### config.mk
export PLATFORM = sky130hd
export DESIGN_NAME = mcpu_regfile_mp
export DESIGN_NICKNAME = d
export VERILOG_FILES = /design/src/rtl/mcpu_regfile_mp_pkg.sv /design/src/rtl/mcpu_regfile_mp_dump_fsm.sv /design/src/rtl/mcpu_regfile_mp.sv
export SDC_FILE = /design/constraint.sdc
export NUM_CORES = 1
export LEC_CHECK = 0
export CAP_MARGIN = 20
export CELL_PAD_IN_SITES_DETAIL_PLACEMENT = 1
export CELL_PAD_IN_SITES_GLOBAL_PLACEMENT = 2
export CORE_UTILIZATION = 35
export CTS_BUF_LIST = sky130_fd_sc_hd__clkbuf_4 sky130_fd_sc_hd__clkbuf_8
export DETAILED_ROUTE_END_ITERATION = 12
export PLACE_DENSITY_LB_ADDON = 0.1
export SETUP_SLACK_MARGIN = 0.02
export SLEW_MARGIN = 20
export SYNTH_ARGS = -nofsm -noshare
export SYNTH_HDL_FRONTEND = slang
export SYNTH_SLANG_ARGS = --single-unit
### constraint.sdc
create_clock -name clk -period 2.25 [get_ports clk]
set_input_delay 0.3375 -clock clk [delete_from_list [all_inputs] [get_ports clk]]
set_output_delay 0.3375 -clock clk [all_outputs]
set_load 0.005 [all_outputs]
### src/rtl/mcpu_regfile_mp_pkg.sv
// Shared definitions for the MCPU multi-port register file: dump FSM state
// encodings and the default datapath widths used across the MCPU.
package mcpu_regfile_mp_pkg;

  localparam int MCPU_DATA_WIDTH = 8;
  localparam int MCPU_ADDR_WIDTH = 4;

  typedef enum logic [1:0] {
    DUMP_IDLE = 2'd0,
    DUMP_RUN  = 2'd1,
    DUMP_DONE = 2'd2
  } dump_state_e;

endpackage

### src/rtl/mcpu_regfile_mp_dump_fsm.sv
// Dump engine for the register file: walks a pointer over every register with
// a valid/ready handshake and signals completion with a one-cycle pulse.
module mcpu_regfile_mp_dump_fsm
  import mcpu_regfile_mp_pkg::*;
#(
  parameter int ADDR_WIDTH = MCPU_ADDR_WIDTH
) (
  input  logic                  clk,
  input  logic                  reset,
  input  logic                  dump_start,
  input  logic                  dump_ready,
  output logic                  dump_valid,
  output logic [ADDR_WIDTH-1:0] dump_addr,
  output logic                  dump_done,
  output logic                  busy
);

  dump_state_e           state, state_next;
  logic [ADDR_WIDTH-1:0] ptr, ptr_next;

  always_ff @(posedge clk or negedge reset) begin
    if (!reset) begin
      state <= DUMP_IDLE;
      ptr   <= '0;
    end else begin
      state <= state_next;
      ptr   <= ptr_next;
    end
  end

  always_comb begin
    state_next = state;
    ptr_next   = ptr;
    dump_valid = 1'b0;
    dump_done  = 1'b0;
    case (state)
      DUMP_IDLE: begin
        if (dump_start) begin
          state_next = DUMP_RUN;
          ptr_next   = '0;
        end
      end
      DUMP_RUN: begin
        dump_valid = 1'b1;
        // The last beat moves to DONE instead of wrapping the pointer.
        if (dump_ready) begin
          if (ptr == '1) state_next = DUMP_DONE;
          else           ptr_next   = ptr + 1'b1;
        end
      end
      DUMP_DONE: begin
        dump_done  = 1'b1;
        ptr_next   = '0;
        state_next = DUMP_IDLE;
      end
      default: state_next = DUMP_IDLE;
    endcase
  end

  assign dump_addr = ptr;
  assign busy      = (state != DUMP_IDLE);

endmodule

### src/rtl/mcpu_regfile_mp.sv
// Parametrised multi-port register file for the MCPU: two write ports, NUM_RD
// combinational read ports, optional bypass and hardwired R0, plus a dump engine.
module mcpu_regfile_mp
  import mcpu_regfile_mp_pkg::*;
#(
  parameter int DATA_WIDTH = MCPU_DATA_WIDTH,
  parameter int ADDR_WIDTH = MCPU_ADDR_WIDTH,
  parameter int NUM_RD     = 2,
  parameter int BYPASS     = 1,
  parameter int ZERO_REG   = 0
) (
  input  logic                         clk,
  input  logic                         reset,
  input  logic                         we0,
  input  logic [ADDR_WIDTH-1:0]        waddr0,
  input  logic [DATA_WIDTH-1:0]        wdata0,
  input  logic                         we1,
  input  logic [ADDR_WIDTH-1:0]        waddr1,
  input  logic [DATA_WIDTH-1:0]        wdata1,
  input  logic [NUM_RD*ADDR_WIDTH-1:0] rd_addr,
  output logic [NUM_RD*DATA_WIDTH-1:0] rd_data,
  input  logic                         clr,
  input  logic                         dump_start,
  input  logic                         dump_ready,
  output logic                         dump_valid,
  output logic [ADDR_WIDTH-1:0]        dump_addr,
  output logic [DATA_WIDTH-1:0]        dump_data,
  output logic                         dump_done,
  output logic                         busy
);

  localparam int DEPTH = 1 << ADDR_WIDTH;
  localparam bit BYP   = (BYPASS != 0);
  localparam bit ZR    = (ZERO_REG != 0);

  logic [DATA_WIDTH-1:0] regs [DEPTH];

  // Port 1 is written last so it wins a same-address collision; R0 stays
  // untouched when it is hardwired to zero.
  always_ff @(posedge clk or negedge reset) begin
    if (!reset) begin
      for (int i = 0; i < DEPTH; i++) regs[i] <= '0;
    end else if (clr) begin
      for (int i = 0; i < DEPTH; i++) regs[i] <= '0;
    end else begin
      if (we0 && !(ZR && waddr0 == '0)) regs[waddr0] <= wdata0;
      if (we1 && !(ZR && waddr1 == '0)) regs[waddr1] <= wdata1;
    end
  end

  for (genvar k = 0; k < NUM_RD; k++) begin : g_rd
    logic [ADDR_WIDTH-1:0] addr;
    logic [DATA_WIDTH-1:0] value;

    assign addr = rd_addr[k*ADDR_WIDTH +: ADDR_WIDTH];

    // A pending clear means the write data never lands, so bypass is skipped.
    always_comb begin
      value = regs[addr];
      if (BYP && !clr) begin
        if (we1 && waddr1 == addr)      value = wdata1;
        else if (we0 && waddr0 == addr) value = wdata0;
      end
      if (ZR && addr == '0) value = '0;
    end

    assign rd_data[k*DATA_WIDTH +: DATA_WIDTH] = value;
  end

  mcpu_regfile_mp_dump_fsm #(
    .ADDR_WIDTH(ADDR_WIDTH)
  ) u_dump (
    .clk       (clk),
    .reset     (reset),
    .dump_start(dump_start),
    .dump_ready(dump_ready),
    .dump_valid(dump_valid),
    .dump_addr (dump_addr),
    .dump_done (dump_done),
    .busy      (busy)
  );

  // Dump beats read the array directly so stalled beats see late writes.
  assign dump_data = (ZR && dump_addr == '0) ? '0 : regs[dump_addr];

endmodule

After elaboration in Yosys (flattened, before gate mapping)
Index checks and enable logic that the tools add are counted.
{ "totals": {"regBits": 134, "in_bits": 39, "output_inout_bits": 31, "elab_cells": 88} }
{ "classes": {"add_sub_neg": 1, "n_lt_le_gt_ge": 7, "n_eq_ne": 11, "n_mux": 35, "bitwise": 5, "reduce_logical": 11} }
{ "ops": {"columns": ["operator", "count"], "rows": [
  ["$mux W128", 4],
  ["$bwmux W128", 2],
  ["$mux W8", 14],
  ["$bmux W8 S4", 3],
  ["$demux W8 S4", 2],
  ["$ge A5 B5 Y1 const B", 5],
  ["$not A4 Y5", 5],
  ["$eq A4 B4 Y1", 4],
  ["$mux W4", 3],
  ["$pmux W4 S3", 1],
  ["$lt A5 B1 Y1 const B", 2],
  ["$logic_and A1 B1 Y1", 6],
  ["$mux W2", 3],
  ["$ne A2 B2 Y1 const B", 3],
  ["$add A4 B1 Y4 const B", 1],
  ["$eq A4 B4 Y1 const B", 1],
  ["$pmux W2 S2", 1],
  ["$reduce_and A4 Y1", 1],
  ["$reduce_and A3 Y1", 1],
  ["$reduce_bool A3 Y1", 1],
  ["$eq A2 B1 Y1 const B", 1],
  ["$eq A2 B2 Y1 const B", 1],
  ["$logic_not A2 Y1", 1],
  ["$mux W1", 2],
  ["other kinds (2)", 2]
]} }

Depth between registers and ports, before layout
Gate-level depths: netlist of the first run.
{ "logic_depth": {"ltp_word": 11, "depth_mapped": 7, "mapped_depth_nobuf": 6} }

Hierarchy
From an unflattened synthesis of the first run, not the netlist that was laid out.
{ "unflattened": {"hier_cells": 965, "area_unflattened_um2": 10191.0} }
{ "modules_own_cells": {"columns": ["module", "instances", "cells_each", "area_per_inst_um2", "seq_area_each_um2"], "rows": [
  ["mcpu_regfile_mp", 1, 931, 9824.4, 3203.1],
  ["mcpu_regfile_mp_dump_fsm", 1, 34, 366.6, 150.1]
]} }

Least setup slack after synthesis of the first run
No wires, ideal clock.
{ "synth_path": {"kind": "flip-flop to output port", "start": "reg u_dump.ptr[1], in the netlist u_dump.dump_addr[1]", "end": "out dump_data[0]", "arrival_ns": 1.782, "required_ns": 1.913, "slack_ns": 0.130, "stages_incl_launch_ff": 5, "cell_sequence": "dfrtp_1 clkbuf_1 clkbuf_1 mux4_2 mux4_2"} }
{ "synth_via": {"elab_chain_len": 4} }
{ "synth_lines": {"columns": ["item", "line", "text"], "rows": [
  ["start, declared", "mcpu_regfile_mp_dump_fsm.sv:19", "logic [ADDR_WIDTH-1:0] ptr, ptr_next;"],
  ["start signal, assigned", "mcpu_regfile_mp_dump_fsm.sv:27", "ptr <= ptr_next;"],
  ["$not A4 Y5 (not written as such)", "mcpu_regfile_mp.sv:84", "assign dump_data = (ZR && dump_addr == '0) ? '0 : regs[dump_addr];"],
  ["$bmux W8 S4", "mcpu_regfile_mp.sv:84", null],
  ["$mux W8 (not written as such) (2 in a row)", "mcpu_regfile_mp.sv:84", null],
  ["end, declared", "mcpu_regfile_mp.sv:27", "output logic [DATA_WIDTH-1:0] dump_data,"]
]} }
No other way between the ends. The select of a mux whose other input is x is not followed.

Worst setup path in the final report of the first run
{ "layout_path": {"start": "reg u_dump.ptr[0], in the netlist u_dump.dump_addr[0]", "end": "out dump_data[1]"} }
Same word-level chain as after synthesis.

==> metrics.cfg, run 1 <==
[worst_setup_path]
crit_path_max_fanout = 8
critical_path.cell_chain = buf_6 -> buf_12 -> mux4_2 -> mux4_2 -> buf_6
crit_arrival_ps = 2530
worst_ep_required_time_ps = 1910
crit-reg2reg-launch = u_dump.dump_addr[1]$_DFFE_PN0P_
crit_start = u_dump.dump_addr[0]$_DFFE_PN0P_
cp_slowest_stage_delay_ps = 570
crit_path_end_kind = output port
startpoint_type = register
critical_path_class = reg -> out
crit_slowest_cell = mux4_2
rrSetupSlack_ps = 380
reg2regPathDepth = 8

[finish]
num-nets-final = 1221
drive_gt1_share_pct = 40.03
mostFrequentLayoutCells = buf_4 (163), nor2_1 (160), dfrtp_1 (132), a211oi_1 (111), mux4_2 (104)
final_common_cell = buf_4
instances_no_fill = 1578
fillerInstances = 3148
syn2layout_area_growth_pct = 34.02
diodes = 0

[placed_design]
gp_congestion = 0.8890
port_buffers = 69
dp_hpwl_um = 33160
dp_cells = 1512

[timing]
slew_viol_final = 0
finalHoldViolations = 0
max_freq_ghz = 0.3484
rsz0062_at_grt = yes
layout_min_cycle_time_ps = 2870
setup_viol = 24
relSlewSlack_pct = 45.41
finClkSkew_ps = 8.701
fin_crit_sh_pct = 127.6
worstMarginPinSlew_ps = 817.1
setup_ws_ps = -619.9
fin_hold_ws_ps = 392.0

[clock_tree]
cts.path.max_buffers = 2
cts-root-buf = clkbuf_8
cts_sinks = 134
clock_latency_ps = 460
htree_levels = 4
cts_tree = yes
clk_pin_slew_worst_paths_ps = 100
numCtsBuffers = 17

[synth]
synth_xor_xnor_area_share_pct = 1.359
ys_seq_elements = 134
async_flop_share_pct = 100.0
syn_inst = 968
synth_nets = 1008
synth_compound_area_share_pct = 16.30
synthesis.area_um2 = 10310
synthAdderAreaFrac_pct = 0.1214
yosysSeqAreaShare_pct = 32.53
synth-edff-count = 0
muxShareOfSynthArea_pct = 31.76
syn_avg_cell_area_um2 = 10.65
synth-main-ff-cell = dfrtp_1
yosys_warnings = 0
synth_top_family_by_area = multiplexers
yosys.area_share.simple_pct = 12.33
synth.distinct_cells = 48

[global_route]
grt_max_degree = 56
grt_pass1_wl_um = 70650
grtUsageTotal_pct = 32.45
antenna_found_initial = 1
first_global_vias = 10330
overflow = 0

[routing]
wl_um = 47650
first_pass_iters = 5
remaining_drc_errors = 0
ant_nets = 0
vias_per_cell = 6.203
wire_per_inst_um = 30.20
drtIter0Drc = 899
num_vias = 9789

[worst_hold_path]
min_from = clr
hold_depth = 3
min_path_type = in -> reg

[power]
power.switching_mw = 2.859
p_sw_share_pct = 35.51
clkPwrFrac_pct = 27.2
pwr-share-seq_pct = 33.3
p_comb_share_pct = 39.5
power.density_nw_per_um2 = 582.6
power.internal_mw = 5.190
peakVddDrop_uv = 360.4
leakagePower_nw = 5.753

[die]
num_rows = 62
dieHeight_um = 173.6
die_area_um2 = 30140
coreArea_um2 = 28860
fp.dieW_um = 173.6
io_pins = 70
start_util_pct = 35.72

[run_status]
status = finished, violations left
violations = setup timing

[flow_run]
cap_violations = 0

flip-flops by register name, summed over array words and instances, names as in the netlist:
register / cells
regs: 128
u_dump.dump_addr: 4
u_dump.state: 2
area by class of cell:
| cell class | count | area [µm²] | area share (%) |
|---|---|---|---|
| inverter | 15 | 56.30 | 0.4075 |
| multi-input combinational | 712 | 6590 | 47.70 |
| clock inverter | 13 | 146.4 | 1.060 |
| timing repair buffer | 301 | 2925 | 21.17 |
| tap | 384 | 480.5 | 3.478 |
| clock buffer | 19 | 261.5 | 1.893 |
| sequential | 134 | 3356 | 24.29 |
through the flow:
| stage | cell area [µm²] | utilization, % | setup slack (ps) | setup TNS [ps] | total power, mW |
|---|---|---|---|---|---|
| 6_report | 13820 | 47.88 | -619.9 | -8747 | 8.049 |
| 5_1_grt | 13820 | 47.88 | -676.2 | -10250 | 8.341 |
| 4_1_cts | 13800 | 47.81 | -669.0 | -9949 | 8.178 |
| 3_5_place_dp | 12840 | 44.49 | -920.3 | -17530 | 5.396 |
| 3_3_place_gp | 12840 | 44.49 | -912.4 | -17140 | 5.370 |
| 2_1_floorplan | 10310 | - | 130.1 | 0 | 4.075 |
Yosys cell counts, drive strengths merged (12+ instances only):
cell	instances	area (µm²)
dfrtp	134	3353
inv	15	56.30
xor2	12	105.1
a211oi	123	983.4
mux4	104	2342
mux2i	92	920.9
nor2	183	729.5
nand2	38	142.6
a22oi	20	150.1
a22o	13	113.9
nand3	12	65.06
a21oi	32	160.2
buf	42	275.3
clkbuf	65	245.2
power groups by stage:
stage          clock (mW)  combinational [mW]  sequential [mW]
2_1_floorplan           0                1.42             2.66
5_1_grt              2.31                3.33             2.70
3_3_place_gp            0                2.67             2.70
6_report             2.19                3.18             2.68
3_5_place_dp            0                2.69             2.71
4_1_cts              2.23                3.27             2.68
what timing repair did:
item                                    in CTS  in global routing
resized for setup                          191                 19
buffers inserted                            38                  5
cloned                                       2                  0
hold endpoints to repair                    45                  0
pin swaps                                   56                 28
hold buffers                                 1                  0
endpoints found under the setup margin      24                 26
cells by family (layout without fill, tap and decap cells):
kind of cell / count (synthesis) / after routing
adder cells (fa/ha/maj): 1 / 1
multiplexers: 197 / 197
AO/OA/AOI/OAI: 219 / 219
flip-flops: 134 / 134
AND/OR/NAND/NOR: 279 / 279
buffers and inverters: 122 / 348
XOR/XNOR: 16 / 16
final timing paths:
path	to
max	dump_data[1]
min	regs[63]$_DFF_PN0_
max reg2reg	u_dump.dump_addr[3]$_DFFE_PN0P_
min reg2reg	regs[124]$_DFF_PN0_
max in group asynchronous	regs[86]$_DFF_PN0_
min in group asynchronous	regs[47]$_DFF_PN0_
metal layers:
layer  up-vias  part of all wire [%]  GRT usage, %
met2       405                    48         52.93
met1      5180                    43         43.84
li1       4133                     -             -
met5         -                     0             0
met3        71                   5.5         4.627
met4         0                   3.7         12.24
critical path, delay by kind of cell (launching register included):
family,cells,cell delay [ps]
mux,2,1130
buf+inv,3,430
flops,1,500
(Power assumes the default switching activity.)
==> inputs of run 2 (changes only) <==
--- a/config.mk
+++ b/config.mk
@@ -5,9 +5,11 @@
 export SDC_FILE = /design/constraint.sdc
 export NUM_CORES = 1
 export LEC_CHECK = 0
-export CAP_MARGIN = 20
+export ABC_CLOCK_PERIOD_IN_PS = 2250
+export CAP_MARGIN = 10
 export CELL_PAD_IN_SITES_DETAIL_PLACEMENT = 1
 export CELL_PAD_IN_SITES_GLOBAL_PLACEMENT = 2
+export CORE_ASPECT_RATIO = 0.8
 export CORE_UTILIZATION = 35
 export CTS_BUF_LIST = sky130_fd_sc_hd__clkbuf_4 sky130_fd_sc_hd__clkbuf_8
 export DETAILED_ROUTE_END_ITERATION = 12
==> run 2 against run 1 <==
Compared with the run above: the run still ends with setup timing left; fmax is 1.3% lower; wire length grew 3.3%; hold slack worse by 97 ps; cell area is 0.21% lower; global-route usage grew 1.3 points; die area about the same; combinational power is 6.9% lower; clock power rose by 12%; sequential power grew 2%; register-to-register slack improved by 30 ps; non-clock buffer count increased by 13; clock-buffer cell count unchanged; largest power group unchanged; highest routed layer is now met5.
==> metrics.cfg, run 2 (synthesis gave the netlist of run 1 again) <==
[worst_setup_path]
crit-reg2reg-launch = u_dump.dump_addr[0]$_DFFE_PN0P_
crit_arrival_ps = 2570  ; +40 ps
crit_slowest_cell = mux4_2
critical_path.cell_chain = buf_8 -> buf_6 -> mux4_2 -> mux4_2 -> buf_2
crit_path_end_kind = output port
crit_start = u_dump.dump_addr[0]$_DFFE_PN0P_
startpoint_type = register
crit_path_max_fanout = 5  ; -3
critical_path_class = reg -> out
cp_slowest_stage_delay_ps = 580  ; about the same
worst_ep_required_time_ps = 1910  ; about the same
crit_path_frequent_cell = mux4_2

[flow_run]
cap_violations = 0  ; unchanged

[clock_tree]
clk_pin_slew_worst_paths_ps = 100  ; about the same
cts_sinks = 134  ; unchanged
cts.path.max_buffers = 2  ; unchanged
htree_levels = 4  ; unchanged
cts-root-buf = clkbuf_8
clock_latency_ps = 500  ; +40 ps
numCtsBuffers = 17  ; unchanged
cts_tree = yes

[timing]
rsz0062_at_grt = yes
relSlewSlack_pct = 36.57  ; -8.8 points
slew_viol_final = 0  ; unchanged
worstMarginPinSlew_ps = 949.4  ; +132.3 ps
finalHoldViolations = 0  ; unchanged
layout_min_cycle_time_ps = 2908  ; +37.90 ps
setup_viol = 24  ; unchanged
setup_ws_ps = -657.8  ; -37.90 ps
finClkSkew_ps = 0.6558  ; -8.045 ps
max_freq_ghz = 0.3439  ; -1.3%
fin_crit_sh_pct = 129.2  ; +1.7 points
fin_hold_ws_ps = 295.2  ; -96.76 ps

[placed_design]
dp_hpwl_um = 35230  ; +6.2%
port_buffers = 69  ; unchanged
dp_cells = 1512  ; unchanged
pre_cts_ws_ps = -858.7  ; +61.54 ps
gp_congestion = 0.9182  ; +3.3%

[worst_hold_path]
min_path_type = in -> reg
min_from = clr

[routing]
vias_per_cell = 6.319  ; +1.9%
drtIter0Drc = 1109  ; +23%
wire_per_inst_um = 31.19  ; +3.3%
remaining_drc_errors = 0  ; unchanged
num_vias = 9972  ; +1.9%
wl_um = 49210  ; +3.3%
ant_nets = 0  ; unchanged
first_pass_iters = 5  ; unchanged

[finish]
syn2layout_area_growth_pct = 33.74
post-route-util_pct = 48.16  ; +0.28 points
drive_gt1_share_pct = 39.93  ; -0.10 points
regMostFlops = regs
instances_no_fill = 1578  ; unchanged
final_common_cell = buf_4
mostFrequentLayoutCells = buf_4 (182), nor2_1 (163), dfrtp_1 (131), a211oi_1 (111), mux4_2 (104)
largest_reg_flops = 128  ; unchanged
num-nets-final = 1234  ; +1.1%

[run_status]
violations = setup timing
status = finished, violations left

[die]
fp.dieW_um = 193.9  ; +12%
start_util_pct = 36.01  ; +0.29 points
die_area_um2 = 30150  ; about the same
dieHeight_um = 155.5  ; -10%
num_rows = 55  ; -11%
io_pins = 70  ; unchanged
coreArea_um2 = 28630  ; -0.80%

[power]
power.density_nw_per_um2 = 591.0  ; +1.4%
leakagePower_nw = 5.787  ; +0.59%
peakVddDrop_uv = 378.2  ; +5.0%
finalPower_mw = 8.148  ; +1.2%

[global_route]
grt_max_degree = 59  ; +5.4%
overflow = 0  ; unchanged
grtUsageTotal_pct = 33.78  ; +1.3 points
first_global_vias = 10360  ; +0.32%
antenna_found_initial = 2  ; +1
grt_pass1_wl_um = 72580  ; +2.7%

-- run 2: changes by cell type in the layout (fill, tap and decap cells not counted), moves of 3 or more --
cell and change:
buf_4 +19, a22oi_1 +3, buf_6 -5, buf_12 -5, a22o_4 -4, a22o_1 +4
a22oi_2 -3, nor2_1 +3, nor2_4 -3
-- run 2: final timing paths --
kind	end	slack, ps	depth (start not counted)
hold / removal	regs[73]$_DFF_PN0_	300	3
max in group asynchronous	u_dump.state[1]$_DFFE_PN0P_	1180	3
hold reg to reg	u_dump.state[1]$_DFFE_PN0P_	540	1
setup / recovery	dump_data[0]	-660	5
setup reg to reg	u_dump.dump_addr[3]$_DFFE_PN0P_	410	7
min in group asynchronous	regs[102]$_DFF_PN0_	350	2
-- run 2: power by group --
| group | total [mW] | internal (mW) | switching (mW) |
|---|---|---|---|
| clock network | 2.45 | 1.27 | 1.18 |
| registers | 2.74 | 2.53 | 0.212 |
| logic | 2.96 | 1.49 | 1.47 |
-- run 2: area by class of cell --
class                           instances  area [µm²]
Timing Repair Buffer                  314        2954
Clock inverter                         13       195.2
Clock buffer                           19       255.2
Sequential cell                       134        3357
Antenna cell                            1       2.502
Tap cell                              370       462.9
Inverter                               15       56.30
Fill cell                            3084       14840
Multi-Input combinational cell        712        6504
-- run 2: timing repair --
item,in CTS,in global routing
gates resized for setup,164,21
hold buffers,1,0
pin swaps,53,31
gates cloned,1,0
hold endpoints to repair,40,0
setup buffers,30,12
setup endpoints to repair,24,25
-- run 2: stage by stage --
stage	cell area, µm²	setup TNS [ps]
final	13790	-10920
after global routing	13780	-12230
after CTS	13690	-11510
after detailed placement	12940	-22410
after global placement	12940	-20180
after floorplan	10310	0
-- run 2: per-layer routing --
layer | up-vias | global-route usage, % | wire length [µm]
met1 | 5251 | 47.08 | 21330
met2 | 471 | 51.32 | 21980
met5 | - | 0 | 9
li1 | 4169 | - | -
met4 | 2 | 13.11 | 1528
met3 | 79 | 7.392 | 4372
-- run 2: critical path, delay by kind of cell, from the launching register on --
family   cells  cell delay, ps
mux          2            1130
flops        1             510
buf+inv      3             440
==> inputs of run 3 (changes only) <==
==> constraint.sdc (replaced) <==
create_clock -name clk -period 2.25 [get_ports clk]
set_input_delay 0.5625 -clock clk [delete_from_list [all_inputs] [get_ports clk]]
set_output_delay 0.5625 -clock clk [all_outputs]
set_load 0.005 [all_outputs]
==> run 3 against run 2 <==
Compared with the run above: the flow still finishes with violations (setup timing); non-clock buffer count is 42 higher; clock power is 13% lower; wire length is 2.1% higher; via count is 2.3% higher; die area stayed put; clock skew is 0.78 ps higher; first-iteration DRC count is 14% higher; clock-buffer cell count is 2 lower; critical path depth stayed put; largest power group unchanged; highest routed layer is now met4.
==> metrics.cfg, run 3 (synthesis gave the netlist of run 1 again) <==
[run_status]
status = finished, violations left
violations = setup timing

[worst_setup_path]
critical_path.cell_chain = buf_12 -> buf_12 -> mux4_2 -> mux4_2 -> buf_6
path_buf_inv = 3  ; unchanged
crit_path_max_fanout = 7  ; +2
startpoint_type = register
crit_path_end_kind = output port
crit_cells = 5  ; unchanged
crit_slowest_cell = mux4_2
worst_ep_required_time_ps = 1690  ; -220 ps
critical_path_class = reg -> out
crit_family = multiplexers
crit_arrival_ps = 2420  ; -150 ps
reg2regPathDepth = 9  ; +2
cp_slowest_stage_delay_ps = 540  ; -40 ps

[die]
die_area_um2 = 30150  ; unchanged
io_pins = 70  ; unchanged
coreArea_um2 = 28630  ; unchanged
dieHeight_um = 155.5  ; unchanged
start_util_pct = 36.01  ; unchanged
num_rows = 55  ; unchanged
fp.dieW_um = 193.9  ; unchanged

[timing]
fin_crit_sh_pct = 132.7  ; +3.4 points
relSlewSlack_pct = 53.70  ; +17 points
finClkSkew_ps = 1.436  ; +0.7797 ps
slew_viol_final = 0  ; unchanged
rsz0062_at_grt = yes
worstMarginPinSlew_ps = 694.5  ; -254.9 ps
layout_min_cycle_time_ps = 2985  ; +77.51 ps
setup_viol = 24  ; unchanged
setup_ws_ps = -735.3  ; -77.51 ps
max_freq_ghz = 0.3350  ; -2.6%
finalHoldViolations = 0  ; unchanged

[power]
clkPwrFrac_pct = 26.5  ; -3.6 points
finalPower_mw = 8.058  ; -1.1%
power.density_nw_per_um2 = 557.0  ; -5.7%
power.internal_mw = 5.044  ; -4.6%
leakagePower_nw = 6.149  ; +6.3%
peakVddDrop_uv = 540.6  ; +43%
p_comb_share_pct = 40.3  ; +4.0 points
p_sw_share_pct = 37.40  ; +2.3 points
power.switching_mw = 3.014  ; +5.3%
pwr-share-seq_pct = 33.2  ; -0.4 points

[finish]
instances_no_fill = 1619  ; +2.6%
regMostFlops = regs
mostFrequentLayoutCells = buf_4 (204), nor2_1 (158), dfrtp_1 (128), a211oi_1 (111), mux4_2 (104)
final_common_cell = buf_4
syn2layout_area_growth_pct = 40.33
drive_gt1_share_pct = 44.36  ; +4.4 points
diodes = 0  ; -1
post-route-util_pct = 50.53  ; +2.4 points
largest_reg_flops = 128  ; unchanged
num-nets-final = 1276  ; +3.4%

[global_route]
overflow = 0  ; unchanged
antenna_found_initial = 1  ; -1
grtUsageTotal_pct = 34.22  ; +0.44 points
grt_max_degree = 54  ; -8.5%
first_global_vias = 10310  ; -0.48%
grt_pass1_wl_um = 73200  ; +0.86%

[placed_design]
port_buffers = 69  ; unchanged
gp_congestion = 0.9565  ; +4.2%
dp_hpwl_um = 34610  ; -1.8%
dp_cells = 1534  ; +1.5%

[clock_tree]
clock_latency_ps = 480  ; -20 ps
numCtsBuffers = 17  ; unchanged
htree_levels = 4  ; unchanged
clk_pin_slew_worst_paths_ps = 120  ; +20 ps
cts_tree = yes
cts-root-buf = clkbuf_8
cts.path.max_buffers = 2  ; unchanged
cts_sinks = 134  ; unchanged

[routing]
drtIter0Drc = 1259  ; +14%
num_vias = 10210  ; +2.3%
ant_nets = 0  ; unchanged
vias_per_cell = 6.303  ; -0.26%
wire_per_inst_um = 31.03  ; -0.52%
first_pass_iters = 5  ; unchanged
wl_um = 50230  ; +2.1%
remaining_drc_errors = 0  ; unchanged

[worst_hold_path]
min_path_type = in -> async

[flow_run]
cap_violations = 0  ; unchanged

[run 3: repair_timing]
| action | in CTS | in global routing |
|---|---|---|
| hold buffers | 1 | 0 |
| hold endpoints to repair | 30 | 0 |
| endpoints found under the setup margin | 28 | 27 |
| buffers inserted | 41 | 8 |
| gates cloned | 5 | 1 |
| resized for setup | 228 | 37 |
| pin swaps | 44 | 39 |
[run 3: final timing paths]
check / from / endpoint / slack, ps
worst min register to register: u_dump.state[1]$_DFFE_PN0P_ / u_dump.state[1]$_DFFE_PN0P_ / 620
worst min-delay path: reset / regs[73]$_DFF_PN0_ / 540
min in group clk: clr / regs[29]$_DFF_PN0_ / 600
worst max register to register: u_dump.dump_addr[1]$_DFFE_PN0P_ / u_dump.dump_addr[3]$_DFFE_PN0P_ / 240
max in group asynchronous: reset / u_dump.dump_addr[1]$_DFFE_PN0P_ / 1060
worst max-delay path: u_dump.dump_addr[0]$_DFFE_PN0P_ / dump_data[6] / -740
[run 3: layout make-up]
type | instances | area [µm²]
Clock buffer | 17 | 234.0
Clock inverter | 15 | 151.4
Fill cell | 3098 | 14160
Inverter | 15 | 56.30
Multi-Input combinational cell | 712 | 6624
Sequential cell | 134 | 3361
Tap cell | 370 | 462.9
Timing Repair Buffer | 356 | 3577
[run 3: worst register-to-register path: stages, from the launching register on]
cell,delay (ps)
dfrtp_2,490
buf_6,150
buf_16,130
buf_4,150
ha_1,220
a31oi_1,270
nand4_1,160
a21o_1,200
nand2_1,60
o31ai_1,60
[run 3: power by group through the flow]
stage | sequential (mW) | combinational [mW] | clock [mW]
6_report | 2.67 | 3.25 | 2.14
5_1_grt | 2.69 | 3.40 | 2.26
4_1_cts | 2.67 | 3.18 | 2.16
3_5_place_dp | 2.73 | 2.71 | 0
3_3_place_gp | 2.72 | 2.69 | 0
2_1_floorplan | 2.66 | 1.50 | 0
[run 3: per-layer routing]
metal  global-route usage (%)  up-vias  share of wire [%]  wire length [µm]
met5                        0        -                  0                 0
met3                    6.807       77                 10              5099
met1                    49.41     5328                 43             21640
met4                    12.66        0                3.0              1508
li1                         -     4251                  -                 -
met2                    50.73      549                 44             21990
[run 3: per-stage QoR]
stage | area [µm²] | worst slack, ps | setup TNS, ps | hold WS [ps]
after floorplan | 10450 | -151.2 | -1377 | 266.9
after CTS | 14290 | -721.8 | -14490 | 535.1
after global routing | 14470 | -787.2 | -15700 | 551.2
after global placement | 13230 | -1413 | -39680 | 524.6
after detailed placement | 13230 | -1462 | -43460 | 516.5
final | 14470 | -735.3 | -14550 | 543.6
==> RTL edit 1 (settings of run 3) <==
Change the parameter `ZERO_REG` from 0 to 1.
--- a/src/rtl/mcpu_regfile_mp.sv
+++ b/src/rtl/mcpu_regfile_mp.sv
@@ -7,7 +7,7 @@
   parameter int ADDR_WIDTH = MCPU_ADDR_WIDTH,
   parameter int NUM_RD     = 2,
   parameter int BYPASS     = 1,
-  parameter int ZERO_REG   = 0
+  parameter int ZERO_REG   = 1
 ) (
   input  logic                         clk,
   input  logic                         reset,
Function: changed (a bounded check fails within 4 cycles, from zero or initial values and one cycle with reset low).
==> RTL edit 1 against run 3 <==
  * The run ends with DRC, setup timing left
  * Design area increased by 2.9%
  * Maximum frequency increased by 2.9%
  * Setup slack improved by 85 ps
  * Wire length decreased by 1.8%
  * Power increased by 9.5%
  * Global-route usage decreased by 0.77 points
  * Sequential cell count unchanged
  * Hold slack got worse by 540 ps
  * Area after synthesis increased by 1.3%
  * Highest routed layer unchanged
==> RTL edit 1: results (changes against run 3) <==
[route]
drt_iter0_drc = 697  ; -45%
route.detailed.drc = 1  ; +1
dr.pass1.iters = 9  ; +4

[critical_path]
startpoint = rd_addr[4]
rrSetupSlack_ps = 190  ; -50 ps
reg2reg_to = u_dump.dump_addr[0]
r2r_start = u_dump.dump_addr[0]

[synthesis]
synth.area.top_cells = dfrtp_1 (32%), mux4_2 (19%), mux2i_1 (13%)
synth-xor-area-share_pct = 1.41  ; +0.055 points
synth_commonest_cells = mux2i_1 (136), dfrtp_1 (134), nor2_1 (129)
ys_types = 54  ; +13%
synth_seq_area_share_pct = 32.1  ; -0.41 points

[cells_and_area]
layout.cells.non_filler = 1592  ; -1.7%
fin_area_sq_um = 14900  ; +2.9%
nClkBuffers = 21  ; +4
final-nonclk-buf-share_pct = 23.5  ; -1.2 points
nets = 1243  ; -2.6%

[outcome]
violations = DRC, setup timing
status = complete, but fails checks

[power]
powerComb_mw = 3.85  ; +18%
leakage_nw = 6.38  ; +3.8%
p_sw_mw = 3.19  ; +6.0%
p_clk_mw = 2.30  ; +7%

[sta]
setup_violations = 24  ; unchanged
fin_setup_tns_ps = -12460  ; +2090 ps
fin_ws_ps = -650  ; +85.0 ps
clock_skew_ps = 0.368  ; -1.07 ps
max_slew_margin_pct = 42.4  ; -11 points

[place]
place_congestion = 0.926  ; -3.2%
dpl.hpwl_um = 34400  ; -0.52%

==> RTL edit 1: cell count changes after synthesis, sizes merged, moves of 9 or more <==
cell | before | now
a221o | 10 | 0
mux2 | 1 | 17
nand2 | 38 | 25
mux4 | 104 | 88
o22ai | 0 | 9
inv | 15 | 3
a22o | 13 | 2
nor2 | 183 | 138
a21oi | 32 | 11
mux2i | 92 | 136
==> RTL edit 1: worst max-delay path, cell delays in order <==
cell	delay [ps]
buf_12	120
buf_12	120
buf_12	130
buf_12	130
buf_6	110
mux4_2	510
a22oi_2	190
nand2_1	90
o211a_1	230
buf_2	130
==> RTL edit 1: layer usage <==
metal / part of all wire, % / wire length (um) / track usage (%) / vias up
met5: 0 / 0 / 0 / -
met1: 44 / 21600 / 45.9 / 5282
li1: - / - / - / 4192
met3: 8.9 / 4410 / 9.57 / 91
met4: 3.4 / 1690 / 12.8 / 0
met2: 44 / 21600 / 49.9 / 503
==> RTL edit 2 (config.mk and constraints of run 3) <==
Made on the original files. Reset style: synchronous (`reset`), changed in 2 clocked blocks.
--- a/src/rtl/mcpu_regfile_mp_dump_fsm.sv
+++ b/src/rtl/mcpu_regfile_mp_dump_fsm.sv
@@ -18,7 +18,7 @@
   dump_state_e           state, state_next;
   logic [ADDR_WIDTH-1:0] ptr, ptr_next;
 
-  always_ff @(posedge clk or negedge reset) begin
+  always_ff @(posedge clk) begin
     if (!reset) begin
       state <= DUMP_IDLE;
       ptr   <= '0;
--- a/src/rtl/mcpu_regfile_mp.sv
+++ b/src/rtl/mcpu_regfile_mp.sv
@@ -37,7 +37,7 @@
 
   // Port 1 is written last so it wins a same-address collision; R0 stays
   // untouched when it is hardwired to zero.
-  always_ff @(posedge clk or negedge reset) begin
+  always_ff @(posedge clk) begin
     if (!reset) begin
       for (int i = 0; i < DEPTH; i++) regs[i] <= '0;
     end else if (clr) begin
Behaviour: not the same (a bounded check fails within 4 cycles, from zero or initial values and one cycle with reset low; the reset may be asserted at any time).
==> RTL edit 2 against run 3 <==
  * The flow still finishes with violations (setup timing)
  * Design area shrank 10%
  * Global-route usage shrank 3.5 points
  * Power shrank 13%
  * Sequential share of layout area grew 7.9 points
  * Register-to-register slack gained 410 ps
  * Clock power grew 3%
  * Sequential cell count grew 4
  * Combinational power shrank 48%
  * Count of clock-buffer cells in the layout grew 1
  * Setup slack lost 62 ps
  * Area after synthesis shrank 7.4%
  * Wire length shrank 16%
  * Utilization shrank 1.6 points
  * Critical path type unchanged
  * Critical endpoint is now dump_data[4]
  * Highest routed layer unchanged
==> RTL edit 2: results (changes against run 3) <==
[sta]
setup_violations = 24  ; unchanged
max_slew_margin_pct = 58.5  ; +4.8 points
fin_ws_ps = -797  ; -61.9 ps

[critical_path]
crit_fanout = 5  ; -2
r2r_cells = 6  ; -3
cp.arrival_ps = 2480  ; +60 ps

[power]
ir_worst_vdd_uv = 357  ; -34%
leakage_nw = 5.11  ; -17%

[synthesis]
synth_commonest_cells = a22o_1 (140), edfxtp_1 (128), mux4_2 (86)
avgSynthCellArea_sq_um = 14.0  ; +32%
synth-xor-area-share_pct = 1.74  ; +0.38 points
synthAdderAreaFrac_pct = 0.131  ; +0.0098 points
synth.area.top_cells = edfxtp_1 (40%), mux4_2 (20%), a22o_1 (13%)
muxShareOfSynthArea_pct = 25.3  ; -6.5 points
async_reset_ff_share_pct = 0  ; -100 points
syn_nets = 721  ; -28%

[route]
routed-via-count = 8286  ; -19%
wl_per_cell_um = 33.0  ; +6.5%

[cts]
clk_pin_slew_ps = 90  ; -30 ps

[outcome]
violations = setup timing
status = complete, but fails checks

[global_routing]
grt_max_degree = 33  ; -39%
grt_pass1_wl_um = 60400  ; -17%
antenna_found_initial = 0  ; -1

[cells_and_area]
post_route_cells_drive_above_1_share_pct = 49.2  ; +4.8 points
nets = 950  ; -26%

[place]
place_congestion = 0.945  ; -1.2%
post-place-cells = 1198  ; -22%

[min_path]
hold_path.class = reg -> reg

-- RTL edit 2: changes by cell type in the layout (fill, tap and decap cells not counted), moves of 31 or more --
cell	change
a211oi_1	-111
nor2_1	-136
buf_4	-38
edfxtp_1	+128
a22o_1	+127
mux2i_1	-92
dfrtp_1	-128
a21oi_1	-31
-- RTL edit 2: area by class of cell --
type                       instances  area, sq um
tap                              357          447
sequential                       138         4050
inverter                          14         52.6
clock inverter                    14          159
fill                            2671        13500
multi-input combinational        451         5290
timing repair buffer             288         2760
clock buffer                      18          241
-- RTL edit 2: path summary, 6_finish.rpt --
check	start	to	slack (ps)
setup / recovery	flop	dump_data[4]	-800
hold / removal	u_dump.state[0]	u_dump.state[0]	540
setup reg to reg	u_dump.dump_addr[0]	u_dump.dump_addr[3]	650
hold reg to reg	u_dump.state[0]	u_dump.state[0]	540
-- RTL edit 2: power groups by stage --
stage | Clock, mW | Combinational (mW) | Sequential [mW]
floorplan | 0 | 0.777 | 3.06
global placement | 0 | 1.47 | 3.13
detailed placement | 0 | 1.49 | 3.14
CTS | 2.22 | 1.61 | 3.08
global route | 2.30 | 1.74 | 3.10
finish | 2.20 | 1.69 | 3.09
-- RTL edit 2: logic make-up after synthesis --
group           Yosys count
compound gates          183
xor+xnor                 19
fa+ha+maj                 1
buf+inv                  92
flops                   138
mux                     104
simple gates            144
-- RTL edit 2: per-stage QoR --
stage                     cell area [sq um]  setup slack [ps]  power (mW)  setup TNS (ps)  utilization (%)
after floorplan                        9630              -182        3.83           -1800                -
after global placement                11800             -1390        4.60         -151140             44.4
after detailed placement              11800             -1410        4.63         -159270             44.4
after CTS                             12800              -785        6.92          -15480             48.2
after global routing                  13000              -840        7.15          -16130             49.0
final                                 13000              -797        6.98          -15240             49.0
-- RTL edit 2: critical path, cell delays in order, from the launching register on --
cell     delay [ps]
dfxtp_4         480
buf_12          160
buf_12          130
mux4_2          550
mux4_2          550
buf_6           140
-- RTL edit 2: layer usage --
| layer | wire length, um | track usage [%] |
|---|---|---|
| met5 | 0 | 0 |
| met3 | 4300 | 8.21 |
| met2 | 18800 | 46.8 |
| met4 | 1100 | 9.30 |
| met1 | 18000 | 42.9 |
-- RTL edit 2: timing repair --
action,4_1_cts,5_1_grt
pin swaps,53,42
gates cloned,2,0
buffers inserted,38,11
gates resized for setup,229,39
endpoints found under the setup margin,198,110
